===== src/rtl/sd_dac_pkg.sv =====
// Shared types and helpers for the stepped sigma-delta DAC.
package sd_dac_pkg;

  localparam int SYNC_DEPTH = 2;

  typedef enum logic [0:0] {
    ST_IDLE = 1'b0,
    ST_RUN  = 1'b1
  } step_state_t;

  // Entry 0 is the idle level; active entries ramp linearly and clip at full scale.
  function automatic int default_level(input int k, input int idle_level,
                                       input int step_inc, input int width);
    int max_level;
    max_level = (1 << width) - 1;
    if (k == 0) return idle_level;
    if (k * step_inc > max_level) return max_level;
    return k * step_inc;
  endfunction

endpackage


===== src/rtl/sd_dac_stepper_if.sv =====
// Step-table write bus between the configuring master and the DAC.
interface sd_dac_stepper_if #(
  parameter int WIDTH = 8,
  parameter int AW    = 4
);
  logic             tbl_we;
  logic [AW-1:0]    tbl_addr;
  logic [WIDTH-1:0] tbl_wdata;

  modport master (output tbl_we, tbl_addr, tbl_wdata);
  modport slave  (input  tbl_we, tbl_addr, tbl_wdata);
endinterface


===== src/rtl/sd_dac_core.sv =====
// First-order sigma-delta modulator: accumulator with registered carry as the bitstream.
module sd_dac_core #(
  parameter int WIDTH = 8
) (
  input  logic             clk,
  input  logic             rst_dac_n,
  input  logic [WIDTH-1:0] level,
  output logic             DACout
);

  logic [WIDTH-1:0] acc;
  logic [WIDTH:0]   sum;

  assign sum = {1'b0, acc} + {1'b0, level};

  always_ff @(posedge clk or negedge rst_dac_n) begin
    if (!rst_dac_n) begin
      acc    <= '0;
      DACout <= 1'b0;
    end else begin
      acc    <= sum[WIDTH-1:0];
      DACout <= sum[WIDTH];
    end
  end

endmodule


===== src/rtl/sd_dac_stepper.sv =====
// Stepped-level sigma-delta DAC: inc_dac synchroniser, dwell timer, step FSM and level table.
//
// state   | meaning
// ST_IDLE | after reset, step 0 (idle level), waiting for first advance
// ST_RUN  | cycling through steps 1..NUM_STEPS
module sd_dac_stepper
  import sd_dac_pkg::*;
#(
  parameter int WIDTH      = 8,
  parameter int NUM_STEPS  = 9,
  parameter int AW         = 4,
  parameter int DWELL_W    = 16,
  parameter int IDLE_LEVEL = 32,
  parameter int STEP_INC   = 4
) (
  input  logic                 clk,
  input  logic                 rst_dac_n,
  input  logic                 inc_dac,
  input  logic                 auto_mode,
  input  logic [DWELL_W-1:0]   dwell,
  sd_dac_stepper_if.slave      tbl,
  output logic                 DACout,
  output logic [AW-1:0]        dac_step,
  output logic [WIDTH-1:0]     dac_level,
  output logic                 step_wrap
);

  localparam logic [AW-1:0]    LAST_STEP = AW'(NUM_STEPS);
  localparam logic [WIDTH-1:0] IDLE_LVL  = WIDTH'(IDLE_LEVEL);

  logic [SYNC_DEPTH-1:0] inc_sync;
  logic                  inc_dly;
  logic                  inc_edge;

  always_ff @(posedge clk or negedge rst_dac_n) begin
    if (!rst_dac_n) begin
      inc_sync <= '0;
      inc_dly  <= 1'b0;
    end else begin
      inc_sync <= {inc_sync[SYNC_DEPTH-2:0], inc_dac};
      inc_dly  <= inc_sync[SYNC_DEPTH-1];
    end
  end

  assign inc_edge = inc_sync[SYNC_DEPTH-1] & ~inc_dly;

  logic [DWELL_W-1:0] dwell_cnt;
  logic               auto_prev;
  logic               auto_hit;
  logic               advance;

  // >= rather than == so a dwell shortened below the running count fires immediately.
  assign auto_hit = auto_mode && (dwell != '0) && (dwell_cnt >= dwell - DWELL_W'(1));
  assign advance  = inc_edge | auto_hit;

  always_ff @(posedge clk or negedge rst_dac_n) begin
    if (!rst_dac_n) begin
      dwell_cnt <= '0;
      auto_prev <= 1'b0;
    end else begin
      auto_prev <= auto_mode;
      if (auto_mode != auto_prev)
        dwell_cnt <= '0;
      else if (auto_mode && advance)
        dwell_cnt <= '0;
      else if (auto_mode && (dwell != '0))
        dwell_cnt <= dwell_cnt + DWELL_W'(1);
    end
  end

  step_state_t      state, state_nxt;
  logic [AW-1:0]    step_nxt;
  logic             wrap_nxt;

  always_ff @(posedge clk or negedge rst_dac_n) begin
    if (!rst_dac_n) begin
      state     <= ST_IDLE;
      dac_step  <= '0;
      step_wrap <= 1'b0;
    end else begin
      state     <= state_nxt;
      dac_step  <= step_nxt;
      step_wrap <= wrap_nxt;
    end
  end

  always_comb begin
    state_nxt = state;
    step_nxt  = dac_step;
    wrap_nxt  = 1'b0;
    if (advance) begin
      case (state)
        ST_IDLE: begin
          state_nxt = ST_RUN;
          step_nxt  = AW'(1);
        end
        ST_RUN: begin
          if (dac_step == LAST_STEP) begin
            step_nxt = AW'(1);
            wrap_nxt = 1'b1;
          end else begin
            step_nxt = dac_step + AW'(1);
          end
        end
        default: state_nxt = ST_IDLE;
      endcase
    end
  end

  logic [WIDTH-1:0] tbl_mem [0:NUM_STEPS];
  logic             wr_ok;

  assign wr_ok = tbl.tbl_we && (tbl.tbl_addr <= LAST_STEP);

  always_ff @(posedge clk or negedge rst_dac_n) begin
    if (!rst_dac_n) begin
      for (int k = 0; k <= NUM_STEPS; k++)
        tbl_mem[k] <= WIDTH'(default_level(k, IDLE_LEVEL, STEP_INC, WIDTH));
    end else if (wr_ok) begin
      tbl_mem[tbl.tbl_addr] <= tbl.tbl_wdata;
    end
  end

  // Bypass lets a write to the live step reach the modulator one cycle after the strobe.
  always_ff @(posedge clk or negedge rst_dac_n) begin
    if (!rst_dac_n)
      dac_level <= IDLE_LVL;
    else if (wr_ok && (tbl.tbl_addr == dac_step))
      dac_level <= tbl.tbl_wdata;
    else
      dac_level <= tbl_mem[dac_step];
  end

  sd_dac_core #(.WIDTH(WIDTH)) u_core (
    .clk       (clk),
    .rst_dac_n (rst_dac_n),
    .level     (dac_level),
    .DACout    (DACout)
  );

endmodule


===== src/flat_wrapper.sv =====
// flat-port wrapper written by rule: the top's interface ports become plain ports
module sd_dac_stepper_flat import sd_dac_pkg::*;
#(
  parameter int WIDTH      = 8,
  parameter int NUM_STEPS  = 9,
  parameter int AW         = 4,
  parameter int DWELL_W    = 16,
  parameter int IDLE_LEVEL = 32,
  parameter int STEP_INC   = 4
)
  (clk, rst_dac_n, inc_dac, auto_mode, dwell, DACout, dac_step, dac_level, step_wrap, tbl_tbl_we, tbl_tbl_addr, tbl_tbl_wdata);
  sd_dac_stepper_if #(.WIDTH(WIDTH), .AW(AW)) tbl_i ();
  input  logic clk;
  input  logic rst_dac_n;
  input  logic inc_dac;
  input  logic auto_mode;
  input  logic [DWELL_W-1:0] dwell;
  output logic DACout;
  output logic [AW-1:0] dac_step;
  output logic [WIDTH-1:0] dac_level;
  output logic step_wrap;
  input wire logic [$bits(tbl_i.tbl_we)-1:0] tbl_tbl_we;
  input wire logic [$bits(tbl_i.tbl_addr)-1:0] tbl_tbl_addr;
  input wire logic [$bits(tbl_i.tbl_wdata)-1:0] tbl_tbl_wdata;
  assign tbl_i.tbl_we = tbl_tbl_we;
  assign tbl_i.tbl_addr = tbl_tbl_addr;
  assign tbl_i.tbl_wdata = tbl_tbl_wdata;
  sd_dac_stepper #(.WIDTH(WIDTH), .NUM_STEPS(NUM_STEPS), .AW(AW), .DWELL_W(DWELL_W), .IDLE_LEVEL(IDLE_LEVEL), .STEP_INC(STEP_INC)) u_core (.clk(clk), .rst_dac_n(rst_dac_n), .inc_dac(inc_dac), .auto_mode(auto_mode), .dwell(dwell), .tbl(tbl_i), .DACout(DACout), .dac_step(dac_step), .dac_level(dac_level), .step_wrap(step_wrap));
endmodule

===== config.mk =====
export PLATFORM = sky130hd
export DESIGN_NAME = sd_dac_stepper_flat
export DESIGN_NICKNAME = d
export VERILOG_FILES = /design/src/rtl/sd_dac_pkg.sv /design/src/rtl/sd_dac_stepper_if.sv /design/src/rtl/sd_dac_core.sv /design/src/rtl/sd_dac_stepper.sv /design/src/flat_wrapper.sv
export SDC_FILE = /design/constraint.sdc
export NUM_CORES = 1
export LEC_CHECK = 0
export ABC_CLOCK_PERIOD_IN_PS = 2600
export CORE_MARGIN = 2
export CORE_UTILIZATION = 28
export DETAILED_ROUTE_END_ITERATION = 10
export DONT_BUFFER_PORTS = 1
export HOLD_SLACK_MARGIN = 0.1
export RECOVER_POWER = 50
export SLEW_MARGIN = 20
export SYNTH_ARGS = -nofsm -noshare
export SYNTH_HDL_FRONTEND = slang
export SYNTH_SLANG_ARGS = --single-unit

===== constraint.sdc =====
create_clock -name clk -period 2.6 [get_ports clk]
set_input_delay 0.52 -clock clk [delete_from_list [all_inputs] [get_ports clk]]
set_output_delay 0.52 -clock clk [all_outputs]
set_load 0.03 [all_outputs]

After elaboration in Yosys (flattened, before gate mapping)
Cells that the tools add are included.
{"block": "word_totals", "ff_bits": 123, "input_bits": 33, "wordCells": 61}
{"block": "op_classes", "n_addsub": 4, "magnitude_cmp": 5, "eq_ne": 3, "muxes": 15, "bitwise": 6, "reduce_logical": 8}
{"cell": "80-bit bitwise mux", "n": 1}
{"cell": "16-bit two-way mux", "n": 3}
{"cell": "8-bit binary-select mux with 4-bit select", "n": 1}
{"cell": "8-bit demux with 4-bit select", "n": 1}
{"cell": "8-bit two-way mux", "n": 4}
{"cell": "16-bit by 1-bit adder with 16-bit output (second input constant)", "n": 1}
{"cell": "16-bit >= comparator", "n": 1}
{"cell": "16-bit nonzero test", "n": 1}
{"cell": "16-bit by 1-bit subtractor with 16-bit output (second input constant)", "n": 1}
{"cell": "5-bit >= comparator (second input constant)", "n": 2}
{"cell": "4-bit inverter with 5-bit output", "n": 2}
{"cell": "8-bit by 8-bit adder with 9-bit output", "n": 1}
{"cell": "4-bit case mux with 2 select lines", "n": 1}
{"cell": "1-bit logical AND", "n": 6}
{"cell": "5-bit by 1-bit less-than comparator with 1-bit output (second input constant)", "n": 1}
{"cell": "4-bit by 1-bit adder with 4-bit output (second input constant)", "n": 1}
{"cell": "4-bit equality test", "n": 1}
{"cell": "4-bit equality test (second input constant)", "n": 1}
{"cell": "4-bit <= comparator (second input constant)", "n": 1}
{"cell": "4-bit two-way mux", "n": 1}
{"cell": "1-bit two-way mux", "n": 3}
{"cell": "3-bit nonzero test", "n": 1}
{"cell": "1-bit inverter", "n": 2}
{"cell": "1-bit bitwise AND", "n": 1}
{"cell": "other kinds (2)", "n": 2}

Depth between registers and ports, before layout
Gate-level depths: netlist of the first run.
{"block": "logic_depth", "ltp_word": 7, "ltp_mapped": 15, "depth_no_buf": 14}

Cells and area by module
Synthesis of the first run repeated with hierarchy kept, for this count alone.
{"block": "hier_totals", "cells_unflattened": 521, "area_unflattened_um2": 6563.8}
{"mod": "sd_dac_stepper", "instances": 1, "cells_each": 470, "area_each_um2": 6014.5, "seq_area_each_um2": 2874.0}
{"mod": "sd_dac_core", "instances": 1, "cells_each": 51, "area_each_um2": 549.3, "seq_area_each_um2": 225.2}

Worst setup path after synthesis of the first run
Ideal clock, no wire load.
{"block": "synth_timing", "path_kind": "input to register", "from": "input port dwell[2]", "to": "register u_core.dwell_cnt[11]", "setup_ns": 0.094, "arrival_time_ns": 3.271, "t_required_ns": 2.506, "setup_slack_ns": -0.765, "stages": 14, "n_path_buf": 1, "path_cell_list": "nor4_4 > nand2_1 > nor3_2 > nand2_1 > or4_1 > xor2_1 > ha_1 > a21oi_1 > nand2_1 > a221oi_1 > o21ai_0 > o21a_2 > buf_6 > a221oi_2"}
{"block": "synth_via", "elab_chain_len": 7, "elab_cells_between_ends": 10}
{"item": "from (decl)", "line_no": "flat_wrapper.sv:17", "source": "input logic [DWELL_W-1:0] dwell;"}
{"item": "16-bit by 1-bit subtractor with 16-bit output or 16-bit nonzero test (tied branches)", "line_no": "sd_dac_stepper.sv:53, sd_dac_stepper.sv:66"}
{"item": "16-bit >= comparator or 1-bit logical AND (tied branches)", "line_no": "sd_dac_stepper.sv:53, sd_dac_stepper.sv:66"}
{"item": "1-bit logical AND", "line_no": "sd_dac_stepper.sv:53", "source": "assign auto_hit = auto_mode && (dwell != '0) && (dwell_cnt >= dwell - DWELL_W'(1));"}
{"item": "1-bit bitwise OR", "line_no": "sd_dac_stepper.sv:54", "source": "assign advance = inc_edge | auto_hit;"}
{"item": "1-bit logical AND", "line_no": "sd_dac_stepper.sv:64", "source": "else if (auto_mode && advance)"}
{"item": "16-bit two-way mux", "line_no": "sd_dac_stepper.sv:64"}
{"item": "16-bit two-way mux", "line_no": "sd_dac_stepper.sv:62", "source": "if (auto_mode != auto_prev)"}
{"item": "to (signal assigned)", "line_no": "sd_dac_stepper.sv:67", "source": "dwell_cnt <= dwell_cnt + DWELL_W'(1);"}
{"item": "to (decl)", "line_no": "sd_dac_stepper.sv:47", "source": "logic [DWELL_W-1:0] dwell_cnt;"}
Several ways; a longest one is shown, not always the timed one.
A chain may end at the register's enable or synchronous reset.

Final worst setup path of the first run
{"block": "layout_timing", "from": "input port dwell[2]", "to": "register u_core.dac_step[0]"}
{"block": "layout_via", "elab_chain_len": 4, "elab_cells_between_ends": 6}
{"item": "16-bit by 1-bit subtractor with 16-bit output or 16-bit nonzero test (tied branches)", "line_no": "sd_dac_stepper.sv:53"}
{"item": "16-bit >= comparator or 1-bit logical AND (tied branches)", "line_no": "sd_dac_stepper.sv:53"}
{"item": "1-bit logical AND (*)", "line_no": "sd_dac_stepper.sv:53"}
{"item": "1-bit bitwise OR (*)", "line_no": "sd_dac_stepper.sv:54"}
{"item": "to (signal assigned)", "line_no": "sd_dac_stepper.sv:82", "source": "dac_step <= step_nxt;"}
{"item": "to (decl)", "line_no": "sd_dac_stepper.sv:23", "source": "output logic [AW-1:0] dac_step,"}
Mark *: on every way between the ends. The rest lies on a longest branch, timed or not.

==> flow_summary.yaml, run 1 <==
run_status:
  status: "complete, but fails checks"
  violations: "hold timing, setup timing"
floorplan:
  row_count: 55
  die_w_um: 156.9
  die_h_um: 156.9
  initial_core_util_pct: 28.75
  core_region_area_um2: 22780
  die_area_um2: 24630
  ios: 47
power_and_ir_drop:
  p_leak_nw: 3.335
  ir_drop_uv: 484.5
  clkPwrFrac_pct: 33.8
  pwr-share-seq_pct: 37.9
  p_int_mw: 5.117
  power_density_nw_per_um2: 958.9
  power_mw: 7.500
  combinationalPowerShare_pct: 28.3
  netSwitchingFraction_pct: 31.76
  p_sw_mw: 2.382
yosys:
  synth_top_cell_by_area: "dfrtp_1"
  yosysWarnings: 0
  synth_seq_cells: 123
  syn_area_um2: 6549
  synth_enable_flop_cells: 0
  synthesis.nets: 603
  synthTopCellsByCount: "106 x dfrtp_1, 81 x mux2_2, 34 x nand2_1"
  synthTopCellsByArea: "dfrtp_1 41%, mux2_2 14%, dfstp_2 6.8%"
  synth.top_cell.area_share_pct: 40.50
  yosysUniqueCellTypes: 56
  synthCells: 541
  syn_area_per_cell_um2: 12.10
  synth.most_common_cell: "dfrtp_1"
  seq_area_frac_synth_pct: 47.33
  async_flop_share_pct: 100.0
  synth_flop_cell: "dfrtp_1"
clocking:
  clk_pin_slew_ps: 60
  htree_levels: 4
  cts.sinks: 123
  clockBufferDepth: 2
  root_buffer: "clkbuf_16"
  clk_latency_ps: 420
  cts_tree: "built"
  cts_inserted_buffers: 17
worst_setup_path:
  worst-path-max-fanout: 8
  rr_worst_depth: 7
  start_kind: "input port"
  cpMaxStageDelayCell: "ha_2"
  cp.arrival_ps: 3260
  cp_data_required_time_ps: 2900
  max_stage_delay_ps: 320
  cpMostUsedCell: "buf_4"
  criticalPathCategory: "input port to register"
  r2r-start: "u_core.dwell_cnt[2]$_DFFE_PN0P_"
  endpoint_kind: "register"
  rrSetupSlack_ps: 340
  path_cells: "nor4_4 -> nand2_2 -> nor3_4 -> nand2_2 -> buf_4 -> buf_4 -> buf_4 -> buf_4 -> buf_4 -> nor2_2 -> xnor2_1 -> ha_2 -> nand4_1 -> o21ai_2 -> o21a_4 -> mux2_4"
  rr_endpoint: "u_core.dac_step[0]$_DFFE_PN0P_"
grt:
  use_met1_pct: 17.02
  grt-busiest-layer: "met2"
  grt_overflow: 0
  grt_usage_pct: 13.05
  grt_start_max_net_pins: 124
  grt.met2_usage_pct: 20.11
  grt_util_met3_pct: 4.653
  grt_pass1_vias: 4491
  antenna_found_initial: 0
  grt_pass1_wl_mm: 24.65
layout:
  stdcell_count: 893
  n_antenna_cell: 0
  syn_to_final_growth_pct: 19.43
  seq_area_um2: 3100
  multi_input_area_um2: 3374
  final_util_pct: 34.34
  fillers: 2247
  drive_gt1_share_pct: 36.72
  final_nets: 629
place:
  hpwl_mm: 10.15
  dp_cells: 850
  port-buffer-count: 0
  gp_congestion: 0.7421
detailed_routing:
  wirelength_mm: 15.06
  firstDrtPassIters: 4
  drc: 0
  wl_per_cell_um: 16.86
  final_antenna_net_count: 0
  vias: 4340
  drt_iter0_markers: 349
  vias_per_cell: 4.860
sta:
  setup_viol: 22
  fin_setup_tns_ps: -6102
  slew_viol_final: 0
  relSlewSlack_pct: 60.20
  fin_ws_ps: -366.9
  hold_viol_final: 106
  fin_skew_ps: 8.177
  hold_slack_ps: -188.5
  rsz0062_at_grt: "true"
  finalCritPeriodShare_pct: 114.1
  fmax_mhz: 337.1
  period_needed_ps: 2967
  worst_slew_pin_slew_ps: 597.0
min_path:
  hold_class: "input port to asynchronous set/reset pin"
flow_run:
  maxCapViolations: 0
==> stage by stage <==
stage                     worst slack (ps)  hold slack, ps  area, um^2
after detailed placement            -971.1           237.2        7010
after global placement              -924.7           238.0        7010
final                               -366.9          -188.5        7821
after global routing                -503.8          -212.9        7821
after CTS                           -383.6          -210.5        7771
after floorplan                     -728.7           224.4        6549
==> cell usage in the layout, fill, tap and decap left out, drive strengths merged, types with 17 or more instances in the layout <==
master | synthesis | layout
dfrtp | 106 | 106
nor2 | 29 | 29
o21ai | 22 | 22
buf | 9 | 37
mux2i | 17 | 17
clkbuf | 22 | 17
ha | 28 | 28
dfstp | 17 | 17
nand2 | 34 | 34
mux2 | 81 | 81
inv | 11 | 20
==> layer usage <==
layer | up-vias | wire, um
li1 | 2036 | -
met1 | 2205 | 6908
met2 | 84 | 6907
met3 | 15 | 1039
met4 | 0 | 203
met5 | - | 0
==> power by group through the flow <==
stage,clock network (mW),logic [mW],registers (mW)
2_1_floorplan,0,1.69,2.80
3_3_place_gp,0,2.09,2.87
3_5_place_dp,0,2.14,2.88
4_1_cts,2.58,2.14,2.85
5_1_grt,2.69,2.34,2.91
6_report,2.53,2.12,2.84
==> cell type report <==
cell class / instances / share of cell area (%)
multi-input combinational: 377 / 43.15
sequential: 123 / 39.64
clock buffer: 17 / 5.439
tap: 313 / 5.007
timing repair buffer: 37 / 3.647
clock inverter: 15 / 2.592
inverter: 11 / 0.5279
==> flip-flops by register name (all words and copies together) (netlist names) <==
register              cells
u_core.inc_dly            1
u_core.tbl_mem           80
u_core.state              1
u_core.u_core.acc         8
u_core.auto_prev          1
u_core.inc_sync           2
u_core.dac_step           4
u_core.dwell_cnt         16
u_core.u_core.DACout      1
u_core.step_wrap          1
u_core.dac_level          8
==> how the worst max path moves through the flow <==
stage | startpoint | to | cells past startpoint
2_1_floorplan | dwell[2] | u_core.dwell_cnt[11]$_DFFE_PN0P_ | 14
3_3_place_gp | dwell[2] | u_core.dwell_cnt[4]$_DFFE_PN0P_ | 14
3_5_place_dp | dwell[2] | u_core.dwell_cnt[2]$_DFFE_PN0P_ | 14
4_1_cts | dwell[5] | u_core.dwell_cnt[8]$_DFFE_PN0P_ | 13
5_1_grt | dwell[2] | u_core.dwell_cnt[2]$_DFFE_PN0P_ | 14
6_report | dwell[2] | u_core.dac_step[0]$_DFFE_PN0P_ | 16
==> worst max-delay path, delay by kind of cell <==
kind	cells	cell delay, ps
AOI/OAI and AO/OA	2	490
xor gates and xnor gates	1	100
adders and majority gates	1	320
buffers and inverters	5	620
muxes	1	320
and+or+nand+nor	6	900
==> kinds of logic (layout without fill, tap and decap cells) <==
kind of cell,after synthesis,in the layout,share of synthesized area [%]
XOR/XNOR,27,27,3.611
buffers and inverters,42,80,2.675
flip-flops,123,123,47.33
AO/OA/AOI/OAI,74,75,7.815
AND/OR/NAND/NOR,132,132,10.89
adder cells (fa/ha/maj),29,29,5.655
multiplexers,114,114,22.03
==> timing repair <==
action	4_1_cts	5_1_grt
buffers inserted	8	2
resized for setup	13	9
hold endpoints to repair	123	123
endpoints found under the setup margin	22	22
cloned	1	0
pin swaps	16	16
No activity file was read; power rests on OpenSTA's default activity.
==> inputs of run 2 (changes only) <==
ABC_AREA = 1   (was default)
==> flow_summary.yaml, run 2 <==
run_status:
  status: "complete, but fails checks"
  violations: "hold timing"
yosys:
  synth_seq_cells: 123
  yosysWarnings: 0
  synth_top_cell_by_area: "dfrtp_1"
  synth_enable_flop_cells: 0
  async_flop_share_pct: 100.0
  seq_area_frac_synth_pct: 44.79
  synth.most_common_cell: "nand2_1"
  synthTopCellsByArea: "dfrtp_1 38%, nand2_1 11%, o21ai_0 7.9%"
  synthesis.nets: 941
  syn_area_per_cell_um2: 7.872
  synth.top_cell.area_share_pct: 38.34
  synthCells: 879
  synth_flop_cell: "dfrtp_1"
  syn_area_um2: 6919
  yosysUniqueCellTypes: 39
  synthTopCellsByCount: "195 x nand2_1, 109 x o21ai_0, 106 x dfrtp_1"
sta:
  fin_setup_tns_ps: 0
  slew_viol_final: 0
  setup_viol: 0
  period_needed_ps: 2342
  hold_slack_ps: -200.3
  relSlewSlack_pct: 29.10
  hold_viol_final: 107
  finalCritPeriodShare_pct: 90.06
  worst_slew_pin_slew_ps: 1060
  fin_skew_ps: 8.583
  rsz0062_at_grt: "false"
  fmax_mhz: 427.0
place:
  dp_cells: 1192
  gp_congestion: 0.8301
  hpwl_mm: 11.53
  place_area_um2: 7372
  port-buffer-count: 0
detailed_routing:
  wirelength_mm: 16.40
  dr_wl_met2_mm: 7.957
  vias: 5620
  drt_iter0_markers: 335
  drc: 0
  firstDrtPassIters: 7
  drt-met1-wl_mm: 7.554
  routed.top_layer: "met4"
  vias_per_cell: 4.592
  wl_met3_um: 710
  final_antenna_net_count: 0
  wl_per_cell_um: 13.40
clocking:
  root_buffer: "clkbuf_16"
  clk_pin_slew_ps: 60
  post-cts-setup-buffer-count: 0
  cts_tree: "built"
  cts_inserted_buffers: 17
  clockBufferDepth: 2
  cts.sinks: 123
  clk_latency_ps: 410
  htree_levels: 4
layout:
  largest_register: "u_core.tbl_mem"
  reg_top3: "u_core.tbl_mem x80, u_core.dwell_cnt x16"
  seq_area_um2: 3100
  multi_input_area_um2: 3292
  layout_commonest_cell: "nand2_1"
  drive_gt1_share_pct: 12.33
  final_util_pct: 32.67
  n_antenna_cell: 0
  syn_to_final_growth_pct: 14.83
  stdcell_count: 1224
  final_area_um2: 7945
  fillers: 2541
  largest_register_ff_count: 80
  final_nets: 949
  final_cell_mix: "193 x nand2_1, 109 x o21ai_0, 105 x dfrtp_1"
power_and_ir_drop:
  ir_drop_uv: 450.1
  p_leak_nw: 3.557
  power_density_nw_per_um2: 909.7
floorplan:
  ios: 47
  row_count: 57
  core_region_area_um2: 24320
  die_w_um: 161.2
  die_h_um: 161.2
  die_area_um2: 25980
  initial_core_util_pct: 28.45
worst_setup_path:
  cp_data_required_time_ps: 2930
  endpoint_kind: "register"
  cp.arrival_ps: 2680
  cpMaxStageDelayCell: "ha_1"
  start_kind: "input port"
  cpMostUsedCell: "nand2_1"
  criticalPathCategory: "input port to register"
  worst-path-max-fanout: 13
  max_stage_delay_ps: 270
  path_cells: "nor2_1 -> nand2_1 -> nor2_4 -> nand2_2 -> nor2_2 -> nand2_1 -> nor2_1 -> xor2_1 -> inv_1 -> ha_1 -> nand2_1 -> o21ai_0 -> a21oi_1 -> nand2_2 -> nand2_4 -> nand2_4 -> buf_12 -> a21oi_1"
grt:
  grt_start_max_net_pins: 124
  grt_overflow: 0
  grt_usage_pct: 13.16
  grt_pass1_wl_mm: 27.66
  antenna_found_initial: 0
  grt_pass1_vias: 5436
min_path:
  hold_class: "input port to asynchronous set/reset pin"
flow_run:
  maxCapViolations: 0
==> run 2: through the flow <==
stage | power, mW | worst slack, ps
6_report | 7.227 | 258.3
5_1_grt | 7.715 | 48.27
4_1_cts | 7.289 | 231.0
3_5_place_dp | 4.995 | -192.3
3_3_place_gp | 4.951 | -128.8
2_1_floorplan | 4.409 | 9.040
==> run 2: cell families after synthesis <==
kind of cell,count (synthesis),share of synthesized area [%]
AND/OR/NAND/NOR,370,22.84
AO/OA/AOI/OAI,203,16.04
buffers and inverters,131,7.957
flip-flops,123,44.79
adder cells (fa/ha/maj),29,5.353
XOR/XNOR,23,3.020
==> run 2: layer usage <==
metal,track usage (%),up-vias
met5,0,-
li1,-,2890
met2,22.43,113
met1,16.94,2601
met3,2.953,16
met4,3.328,0
==> run 2: area by class of cell <==
type                            instances  share of cell area (%)
Clock buffer                           20                   5.748
Clock inverter                         12                   1.465
Inverter                               99                   4.772
Multi-Input combinational cell        625                   41.43
Sequential cell                       123                   39.02
Tap cell                              324                   5.102
Timing Repair Buffer                   21                   2.457
==> run 2: power by group <==
group | leakage, nW | total (mW) | internal [mW] | switching [mW]
Combinational | 1.78 | 2.12 | 0.835 | 1.28
Clock | 0.282 | 2.28 | 1.38 | 0.903
Sequential | 1.49 | 2.83 | 2.43 | 0.406
Total | 3.56 | 7.23 | 4.64 | 2.59
==> run 2: what timing repair did <==
action                                  4_1_cts  5_1_grt
endpoints found under the setup margin        0        3
gates resized for setup                       0        2
hold endpoints to repair                    123      123
==> run 2: path summary, 6_finish.rpt <==
kind,start,endpoint,slack (ps),cells past startpoint
hold / removal,rst_dac_n,u_core.u_core.acc[1]$_DFF_PN0_,-200,0
setup reg to reg,u_core.dac_level[1]$_DFF_PN0_,u_core.u_core.acc[6]$_DFF_PN0_,510,7
min in group clk,inc_dac,u_core.inc_sync[0]$_DFF_PN0_,140,0
setup / recovery,dwell[4],u_core.dwell_cnt[11]$_DFFE_PN0P_,260,18
max in group asynchronous,rst_dac_n,u_core.tbl_mem[59]$_DFFE_PN1P_,2520,0
hold reg to reg,u_core.inc_sync[0]$_DFF_PN0_,u_core.inc_sync[1]$_DFF_PN0_,350,0
==> run 2: worst max-delay path, delay by kind of cell <==
| kind | cells | cell delay (ps) |
|---|---|---|
| AOI/OAI and AO/OA | 3 | 370 |
| xor gates and xnor gates | 1 | 150 |
| adders and majority gates | 1 | 270 |
| buffers and inverters | 2 | 230 |
| and+or+nand+nor | 11 | 1130 |
